===== src/rtl/serial_subtractor_pkg.sv =====
// Shared definitions for the bit-serial subtractor: FSM state encoding
// and a constant clog2 helper used to size the bit counter.
package serial_subtractor_pkg;

    typedef enum logic {
        ST_IDLE = 1'b0,
        ST_RUN  = 1'b1
    } state_t;

    function automatic int clog2(input int value);
        int w;
        w = 0;
        for (int i = 0; i < 31; i++) begin
            if ((1 << i) < value) w = i + 1;
        end
        return w;
    endfunction

endpackage


===== src/rtl/serial_subtractor_if.sv =====
// Start/busy/done handshake bundle for the serial subtractor.
// master: drives start/a0/a1/bi; slave: drives busy/done/diff/bo.
interface serial_subtractor_if #(
    parameter int N = 16
);
    logic         start;
    logic [N-1:0] a0;
    logic [N-1:0] a1;
    logic         bi;
    logic         busy;
    logic         done;
    logic [N-1:0] diff;
    logic         bo;

    modport master (
        output start, a0, a1, bi,
        input  busy, done, diff, bo
    );

    modport slave (
        input  start, a0, a1, bi,
        output busy, done, diff, bo
    );
endinterface


===== src/rtl/full_subtractor_cell.sv =====
// One-bit full subtractor built from gate primitives.
// Ports: x - y - b -> difference d, borrow-out bo.
module full_subtractor_cell (
    input  wire x,
    input  wire y,
    input  wire b,
    output wire d,
    output wire bo
);
    wire xy_x;
    wire nx;
    wire nxy;
    wire t0;
    wire t1;

    xor g_x0 (xy_x, x, y);
    xor g_x1 (d, xy_x, b);
    not g_n0 (nx, x);
    and g_a0 (t0, nx, y);
    not g_n1 (nxy, xy_x);
    and g_a1 (t1, nxy, b);
    or  g_o0 (bo, t0, t1);
endmodule


===== src/rtl/serial_subtractor.sv =====
// Bit-serial subtractor: diff = a0 - a1 - bi, one bit per clock, LSB first.
// Ports: clock, reset (async, active high), bus (slave side of handshake).
module serial_subtractor
    import serial_subtractor_pkg::*;
#(
    parameter int N = 16
) (
    input logic          clock,
    input logic          reset,
    serial_subtractor_if.slave bus
);
    localparam int CW = clog2(N);

    state_t       state_q;
    logic [N-1:0] x_q;
    logic [N-1:0] y_q;
    logic [N-1:0] res_q;
    logic [N-1:0] res_d;
    logic         b_q;
    logic [CW-1:0] cnt_q;
    logic         busy_q;
    logic         done_q;
    logic [N-1:0] diff_q;
    logic         bo_q;
    logic         d_w;
    logic         bn_w;

    // Operands shift right, so bit 0 always holds the bit under work.
    full_subtractor_cell u_cell (
        .x  (x_q[0]),
        .y  (y_q[0]),
        .b  (b_q),
        .d  (d_w),
        .bo (bn_w)
    );

    // New bit enters at the MSB; after N shifts the LSB lands at bit 0.
    assign res_d = {d_w, res_q[N-1:1]};

    always_ff @(posedge clock or posedge reset) begin
        if (reset) begin
            state_q <= ST_IDLE;
            x_q     <= '0;
            y_q     <= '0;
            res_q   <= '0;
            b_q     <= 1'b0;
            cnt_q   <= '0;
            busy_q  <= 1'b0;
            done_q  <= 1'b0;
            diff_q  <= '0;
            bo_q    <= 1'b0;
        end else begin
            done_q <= 1'b0;
            unique case (state_q)
                ST_IDLE: begin
                    if (bus.start) begin
                        x_q     <= bus.a0;
                        y_q     <= bus.a1;
                        b_q     <= bus.bi;
                        cnt_q   <= '0;
                        busy_q  <= 1'b1;
                        state_q <= ST_RUN;
                    end
                end
                ST_RUN: begin
                    x_q   <= x_q >> 1;
                    y_q   <= y_q >> 1;
                    b_q   <= bn_w;
                    res_q <= res_d;
                    cnt_q <= cnt_q + CW'(1);
                    if (cnt_q == CW'(N - 1)) begin
                        diff_q  <= res_d;
                        bo_q    <= bn_w;
                        done_q  <= 1'b1;
                        busy_q  <= 1'b0;
                        state_q <= ST_IDLE;
                    end
                end
            endcase
        end
    end

    assign bus.busy = busy_q;
    assign bus.done = done_q;
    assign bus.diff = diff_q;
    assign bus.bo   = bo_q;
endmodule


===== src/flat_wrapper.sv =====
// flat-port wrapper written by rule: the top's interface ports become plain ports
module serial_subtractor_flat import serial_subtractor_pkg::*;
#(
    parameter int N = 16
)
  (clock, reset, bus_start, bus_a0, bus_a1, bus_bi, bus_busy, bus_done, bus_diff, bus_bo);
  serial_subtractor_if #(.N(N)) bus_i ();
  input logic clock;
  input logic reset;
  input wire logic [$bits(bus_i.start)-1:0] bus_start;
  input wire logic [$bits(bus_i.a0)-1:0] bus_a0;
  input wire logic [$bits(bus_i.a1)-1:0] bus_a1;
  input wire logic [$bits(bus_i.bi)-1:0] bus_bi;
  output wire logic [$bits(bus_i.busy)-1:0] bus_busy;
  output wire logic [$bits(bus_i.done)-1:0] bus_done;
  output wire logic [$bits(bus_i.diff)-1:0] bus_diff;
  output wire logic [$bits(bus_i.bo)-1:0] bus_bo;
  assign bus_i.start = bus_start;
  assign bus_i.a0 = bus_a0;
  assign bus_i.a1 = bus_a1;
  assign bus_i.bi = bus_bi;
  assign bus_busy = bus_i.busy;
  assign bus_done = bus_i.done;
  assign bus_diff = bus_i.diff;
  assign bus_bo = bus_i.bo;
  serial_subtractor #(.N(N)) u_core (.clock(clock), .reset(reset), .bus(bus_i));
endmodule

===== config.mk =====
export PLATFORM = sky130hd
export DESIGN_NAME = serial_subtractor_flat
export DESIGN_NICKNAME = d
export VERILOG_FILES = /design/src/rtl/serial_subtractor_pkg.sv /design/src/rtl/serial_subtractor_if.sv /design/src/rtl/full_subtractor_cell.sv /design/src/rtl/serial_subtractor.sv /design/src/flat_wrapper.sv
export SDC_FILE = /design/constraint.sdc
export NUM_CORES = 1
export LEC_CHECK = 0
export ABC_CLOCK_PERIOD_IN_PS = 4000
export BUFFER_PORTS_ARGS = -buffer_cell sky130_fd_sc_hd__buf_2
export CAP_MARGIN = 20
export CORE_MARGIN = 2
export CORE_UTILIZATION = 55
export DETAILED_ROUTE_END_ITERATION = 6
export GPL_ROUTABILITY_DRIVEN = 0
export PLACE_DENSITY = 0.79
export SYNTH_ARGS = -nofsm -noshare
export SYNTH_HDL_FRONTEND = slang
export SYNTH_HIERARCHICAL = 1
export SYNTH_SLANG_ARGS = --single-unit

===== constraint.sdc =====
create_clock -name clock -period 4 [get_ports clock]
set_clock_uncertainty 0.2 [all_clocks]
set_input_delay 1.2 -clock clock [delete_from_list [all_inputs] [get_ports clock]]
set_output_delay 1.2 -clock clock [all_outputs]
set_load 0.01 [all_outputs]

==> impl_metrics.env, run 1 <==
export IMPL_fp_dieH_um=78.4
export IMPL_gr_total_overflow=0
export IMPL_io_buffers=54
export IMPL_grt_use_met1=0.247
export IMPL_power_density_nw_per_um2=687
export IMPL_start_util=0.560
export IMPL_rsz0062_at_grt="false"
export IMPL_regArea_um2=1800
export IMPL_cts_clk_slew_worst_paths_ps=70
export IMPL_use_met3=0.0563
export IMPL_die_area_um2=6150
export IMPL_clkSinkCount=72
export IMPL_core_um2=5440
export IMPL_cts_tree="yes"
export IMPL_synth_distinct_cells=20
export IMPL_clockBufferDepth=2
export IMPL_cp_data_required_time_ps=4020
export IMPL_min_path_type="register to register"
export IMPL_setup_violations=0
export IMPL_num_rows=27
export IMPL_grt_pass1_wl_mm=8.71
export IMPL_max_stage_delay_ps=740
export IMPL_cp_end_kind="register"
export IMPL_cts_resized=0
export IMPL_track_usage=0.188
export IMPL_slew_viol_final=0
export IMPL_ys_seq_area_frac=0.591
export IMPL_ant_nets=0
export IMPL_hold_viol=0
export IMPL_nFillCells=468
export IMPL_grt_max_degree=61
export IMPL_layout_cells_most_common="nand2_1"
export IMPL_vdd_drop_max_mv=0.371
export IMPL_cp_cell_sequence="buf_2 -> nor2_1 -> mux2_2"
export IMPL_drive_above_1_share=0.264
export IMPL_grt_use_met2=0.287
export IMPL_dr_pass1_iters=5
export IMPL_start_kind="input port"
export IMPL_dpl_hpwl_mm=3.39
export IMPL_finalCritPeriodShare=0.599
export IMPL_clk_latency_ps=340
export IMPL_final_cell_mix="nand2_1, dfrtp_1, buf_2, mux2i_1, o21ai_0"
export IMPL_relSlewSlack=0.333
export IMPL_postCtsHoldBufs=0
export IMPL_avgSynthCellArea_um2=11.0
export IMPL_numCtsBuffers=9
export IMPL_synth_fp_nets=315
export IMPL_netlist_instances=277
export IMPL_htreeDepth=3
export IMPL_via_per_inst=5.00
export IMPL_min_period_ps=2400
export IMPL_antenna_found_initial=0
export IMPL_max_clock_freq_mhz=417
export IMPL_routed_via_count=2027
export IMPL_crit_slowest_cell="buf_2"
export IMPL_first_global_vias=1951
export IMPL_holdWs_ps=268
export IMPL_root_buffer="clkbuf_8"
export IMPL_outcome="finished clean"
export IMPL_drtIter0Drc=105
export IMPL_multi_input_area_um2=1120
export IMPL_pin_count=55
export IMPL_grt_busiest_layer="met2"
export IMPL_drv_cap=0
export IMPL_area_delta_synth_final_pct=14.6
export IMPL_wl_per_cell_um=12.8
export IMPL_routed_wl_mm=5.18
export IMPL_fin_setup_tns_ps=0
export IMPL_n_antenna_cell=0
export IMPL_post_cts_setup_buffers=0
export IMPL_netlist_area_um2=3050
export IMPL_worstSetupPathType="input port to register"
export IMPL_worstMarginPinSlew_ps=1000
export IMPL_layout_nets=367
export IMPL_ys_warn_count=6
export IMPL_critical_path_arrival_ps=2420
export IMPL_drc=0
export IMPL_ys_ff_latch=72
export IMPL_cp_max_fo=37
export IMPL_die_x_um=78.4
export IMPL_cellLeakagePower_nw=1.79
==> critical path: cells and delay by family <==
family                 cells  cell delay, ps
and+or+nand+nor            1             150
muxes                      1             310
buffers and inverters      1             740
==> where the power goes <==
group,switching [W],internal (W)
sequential,0.000202,0.00103
clock,0.000238,0.000257
combinational,0.000344,0.000328
==> registers in the layout (all words and copies together) (netlist names) <==
signal / cells
u_core/bus.diff: 16
u_core/x_q: 16
u_core/y_q: 16
u_core/res_q: 15
u_core/cnt_q: 4
u_core/b_q: 1
u_core/bus.bo: 1
u_core/bus.busy: 1
u_core/bus.done: 1
u_core/state_q: 1
==> path summary, 6_finish.rpt <==
| check | start | endpoint | slack (ps) | cells after the start |
|---|---|---|---|---|
| max reg2reg | u_core/state_q$_DFF_PP0_ | u_core/cnt_q[0]$_DFFE_PP0P_ | 1990 | 3 |
| min reg2reg | u_core/bus.bo$_DFFE_PP0P_ | u_core/bus.bo$_DFFE_PP0P_ | 270 | 2 |
| max | bus_start | u_core/cnt_q[0]$_DFFE_PP0P_ | 1600 | 3 |
| min in group asynchronous | reset | u_core/y_q[8]$_DFFE_PP0P_ | 750 | 2 |
| max in group asynchronous | reset | u_core/bus.diff[11]$_DFFE_PP0P_ | 2110 | 3 |
| min | u_core/bus.bo$_DFFE_PP0P_ | u_core/bus.bo$_DFFE_PP0P_ | 270 | 2 |
==> final cells by class <==
cell class              count  share of cell area
inverters                   5             0.00609
flip-flops and latches     72               0.516
clock buffers              15              0.0477
well taps                  72              0.0258
multi-input cells         184               0.320
repair buffers             57              0.0839
==> cells in the mapped netlist <==
| cell | count | area share |
|---|---|---|
| nor2_1 | 5 | 0.0062 |
| buf_6 | 3 | 0.011 |
| nand2_1 | 85 | 0.10 |
| mux2i_1 | 33 | 0.11 |
| clkbuf_1 | 2 | 0.0025 |
| nand3_1 | 2 | 0.0033 |
| o21ai_1 | 12 | 0.020 |
| mux2_2 | 16 | 0.059 |
| nand2b_1 | 2 | 0.0041 |
| fa_1 | 1 | 0.0066 |
| nor2b_1 | 1 | 0.0021 |
| dfrtp_1 | 72 | 0.59 |
| inv_4 | 1 | 0.0021 |
| nand4_1 | 1 | 0.0021 |
| buf_2 | 7 | 0.011 |
| nand4_4 | 1 | 0.0070 |
| inv_1 | 4 | 0.0049 |
| ha_1 | 1 | 0.0041 |
| buf_4 | 4 | 0.0099 |
| o21ai_0 | 24 | 0.039 |
==> layer usage <==
layer,share of wire,wire [um]
met1,0.48,2510
met2,0.46,2380
met3,0.035,180
met4,0.022,116
met5,0,0
==> cell families after synthesis <==
family                     count (synthesis)  synth area share
adders and majority gates                  2            0.0107
AOI/OAI and AO/OA                         36            0.0591
buffers and inverters                     21            0.0419
DFF                                       72             0.591
muxes                                     49             0.168
and+or+nand+nor                           97             0.129
==> per-stage QoR <==
step	utilization	cell area [um^2]	instances	setup WS (ps)	total power, W
6_report	0.642	3490	405	1600	0.00240
5_1_grt	0.642	3490	405	1520	0.00258
4_1_cts	0.642	3490	405	1620	0.00243
3_5_place_dp	0.611	3320	390	1260	0.00192
3_3_place_gp	0.611	3320	390	1260	0.00188
2_1_floorplan	-	3050	277	775	0.00171
(Power assumes the default switching activity.)
==> run 2: changes to the inputs <==
- ABC_CLOCK_PERIOD_IN_PS: 4000 -> 2000
- CORE_UTILIZATION: 55 -> 50
- PLACE_DENSITY: 0.79 -> 0.76
- clock period: 4 -> 2 ns (I/O delays scaled with it)
==> run 2 against run 1 <==
  * Critical path type is now register to primary output
  * Register-to-register slack worse by 1600 ps
  * Sequential cell count stayed put
  * Core utilization shrank 2.1 points
  * Non-clock buffer count up 6
  * Sequential share of layout area decreased by 2.6 points
  * Total power grew 120%
  * Critical endpoint is now bus_busy
  * Hold slack better by 1.1 ps
==> impl_metrics.env, run 2 (synthesized netlist as in run 1, its figures left out) <==
export IMPL_outcome="finished clean"
export IMPL_routed_wl_mm=5.37
export IMPL_met1_length_mm=2.58
export IMPL_dr_pass1_iters=4
export IMPL_num_rows=28
export IMPL_crit_buf_inv=1
export IMPL_cp_max_fo=3
export IMPL_final_cell_mix="nand2_1, dfrtp_1, buf_2, mux2i_1, o21ai_0"
export IMPL_dpl_hpwl_mm=3.55
export IMPL_hold_viol=0
export IMPL_rsz0062_at_grt="false"
export IMPL_pin_count=55
export IMPL_via_per_inst=4.97
export IMPL_wl_per_cell_um=12.9
export IMPL_grt_max_degree=63
export IMPL_min_period_ps=1670
export IMPL_relSlewSlack=0.787
export IMPL_drtIter0Drc=138
export IMPL_n_antenna_cell=0
export IMPL_start_util=0.515
export IMPL_die_area_um2=6730
export IMPL_drive_above_1_share=0.285
export IMPL_ant_nets=0
export IMPL_area_delta_synth_final_pct=20.6
export IMPL_wl_met3_um=192
export IMPL_cp_end_kind="primary output"
export IMPL_post_cts_setup_buffers=0
export IMPL_layout_cells_most_common="nand2_1"
export IMPL_p_int_w=0.00374
export IMPL_cellLeakagePower_nw=1.87
export IMPL_cts_resized=0
export IMPL_numCtsBuffers=9
export IMPL_start_kind="register"
export IMPL_cts_clk_slew_worst_paths_ps=70
export IMPL_combPwrFrac=0.268
export IMPL_first_global_vias=1866
export IMPL_fp_dieH_um=82.1
export IMPL_clkSinkCount=72
export IMPL_clock_power_share=0.280
export IMPL_power_density_nw_per_um2=1460
export IMPL_cts_tree="yes"
export IMPL_crit_slowest_cell="dfrtp_1"
export IMPL_route_met2_wl_mm=2.51
export IMPL_clockBufferDepth=2
export IMPL_max_clock_freq_mhz=600
export IMPL_p_sw_frac=0.303
export IMPL_worstMarginPinSlew_ps=320
export IMPL_track_usage=0.173
export IMPL_slew_viol_final=0
export IMPL_clk_latency_ps=330
export IMPL_fin_setup_tns_ps=0
export IMPL_seq_power_share=0.452
export IMPL_critPathTopFamily="flip-flops"
export IMPL_power_w=0.00536
export IMPL_postCtsHoldBufs=1
export IMPL_finalCritPeriodShare=0.833
export IMPL_setup_violations=0
export IMPL_antenna_found_initial=0
export IMPL_htreeDepth=3
export IMPL_cp_cell_sequence="buf_2"
export IMPL_power_switching_w=0.00163
export IMPL_gr_total_overflow=0
export IMPL_min_path_type="register to register"
export IMPL_grt_pass1_wl_mm=8.67
export IMPL_vdd_drop_max_mv=0.645
export IMPL_worstSetupPathType="register to primary output"
export IMPL_critical_path_arrival_ps=870
export IMPL_die_x_um=82.1
export IMPL_max_stage_delay_ps=390
export IMPL_io_buffers=54
export IMPL_drc=0
export IMPL_core_um2=5920
export IMPL_drv_cap=0
export IMPL_root_buffer="clkbuf_8"
export IMPL_routed_via_count=2063
export IMPL_layout_nets=373
export IMPL_dr_max_layer_used="met4"
export IMPL_cp_data_required_time_ps=1200
export IMPL_fin_util=0.620
[run 2: cell count changes in the layout (fill, tap and decap cells not counted)]
cell           change
buf_4              +3
dlygate4sd3_1      +1
inv_2              -1
clkbuf_8           -1
bufinv_16          +4
clkinvlp_4         +2
buf_12             +2
clkbuf_1           -3
[run 2: cell type report]
cell class	count	area [um^2]
Clock buffer	11	141
Inverter	5	25.0
Tap cell	75	93.8
Clock inverter	5	128
Fill cell	477	2250
Sequential cell	72	1800
Timing Repair Buffer	63	365
Multi-Input combinational cell	184	1120
[run 2: final timing paths]
check                                           startpoint                              end  slack [ps]  depth (start not counted)
max                            u_core/bus.busy$_DFFE_PP0P_                         bus_busy         330                          1
min                        u_core/bus.diff[13]$_DFFE_PP0P_  u_core/bus.diff[13]$_DFFE_PP0P_         270                          2
max reg2reg                    u_core/cnt_q[1]$_DFFE_PP0P_   u_core/bus.diff[6]$_DFFE_PP0P_         360                          5
min reg2reg                u_core/bus.diff[13]$_DFFE_PP0P_  u_core/bus.diff[13]$_DFFE_PP0P_         270                          2
max in group asynchronous                            reset         u_core/state_q$_DFF_PP0_         470                          4
min in group asynchronous                            reset   u_core/bus.diff[9]$_DFFE_PP0P_         550                          3
[run 2: per-stage QoR]
stage / std cells / hold WS [ps] / setup slack (ps) / cell area, um^2
floorplan: 277 / 235 / 402 / 3050
global placement: 398 / 253 / 380 / 3390
detailed placement: 398 / 257 / 338 / 3390
CTS: 415 / 277 / 314 / 3670
global route: 415 / 298 / 195 / 3670
finish: 415 / 270 / 334 / 3670
[run 2: power groups by stage]
stage / Sequential, W / Clock [W] / Combinational, W
3_5_place_dp: 0.00245 / 0 / 0.00145
4_1_cts: 0.00243 / 0.00154 / 0.00147
6_report: 0.00243 / 0.00150 / 0.00143
5_1_grt: 0.00250 / 0.00159 / 0.00165
2_1_floorplan: 0.00244 / 0 / 0.000990
3_3_place_gp: 0.00242 / 0 / 0.00139
[run 2: per-layer routing]
metal  vias up  track usage
li1       1035            -
met1       984        0.238
met2        38        0.257
met3         6       0.0451
met4         0       0.0800
met5         -            0
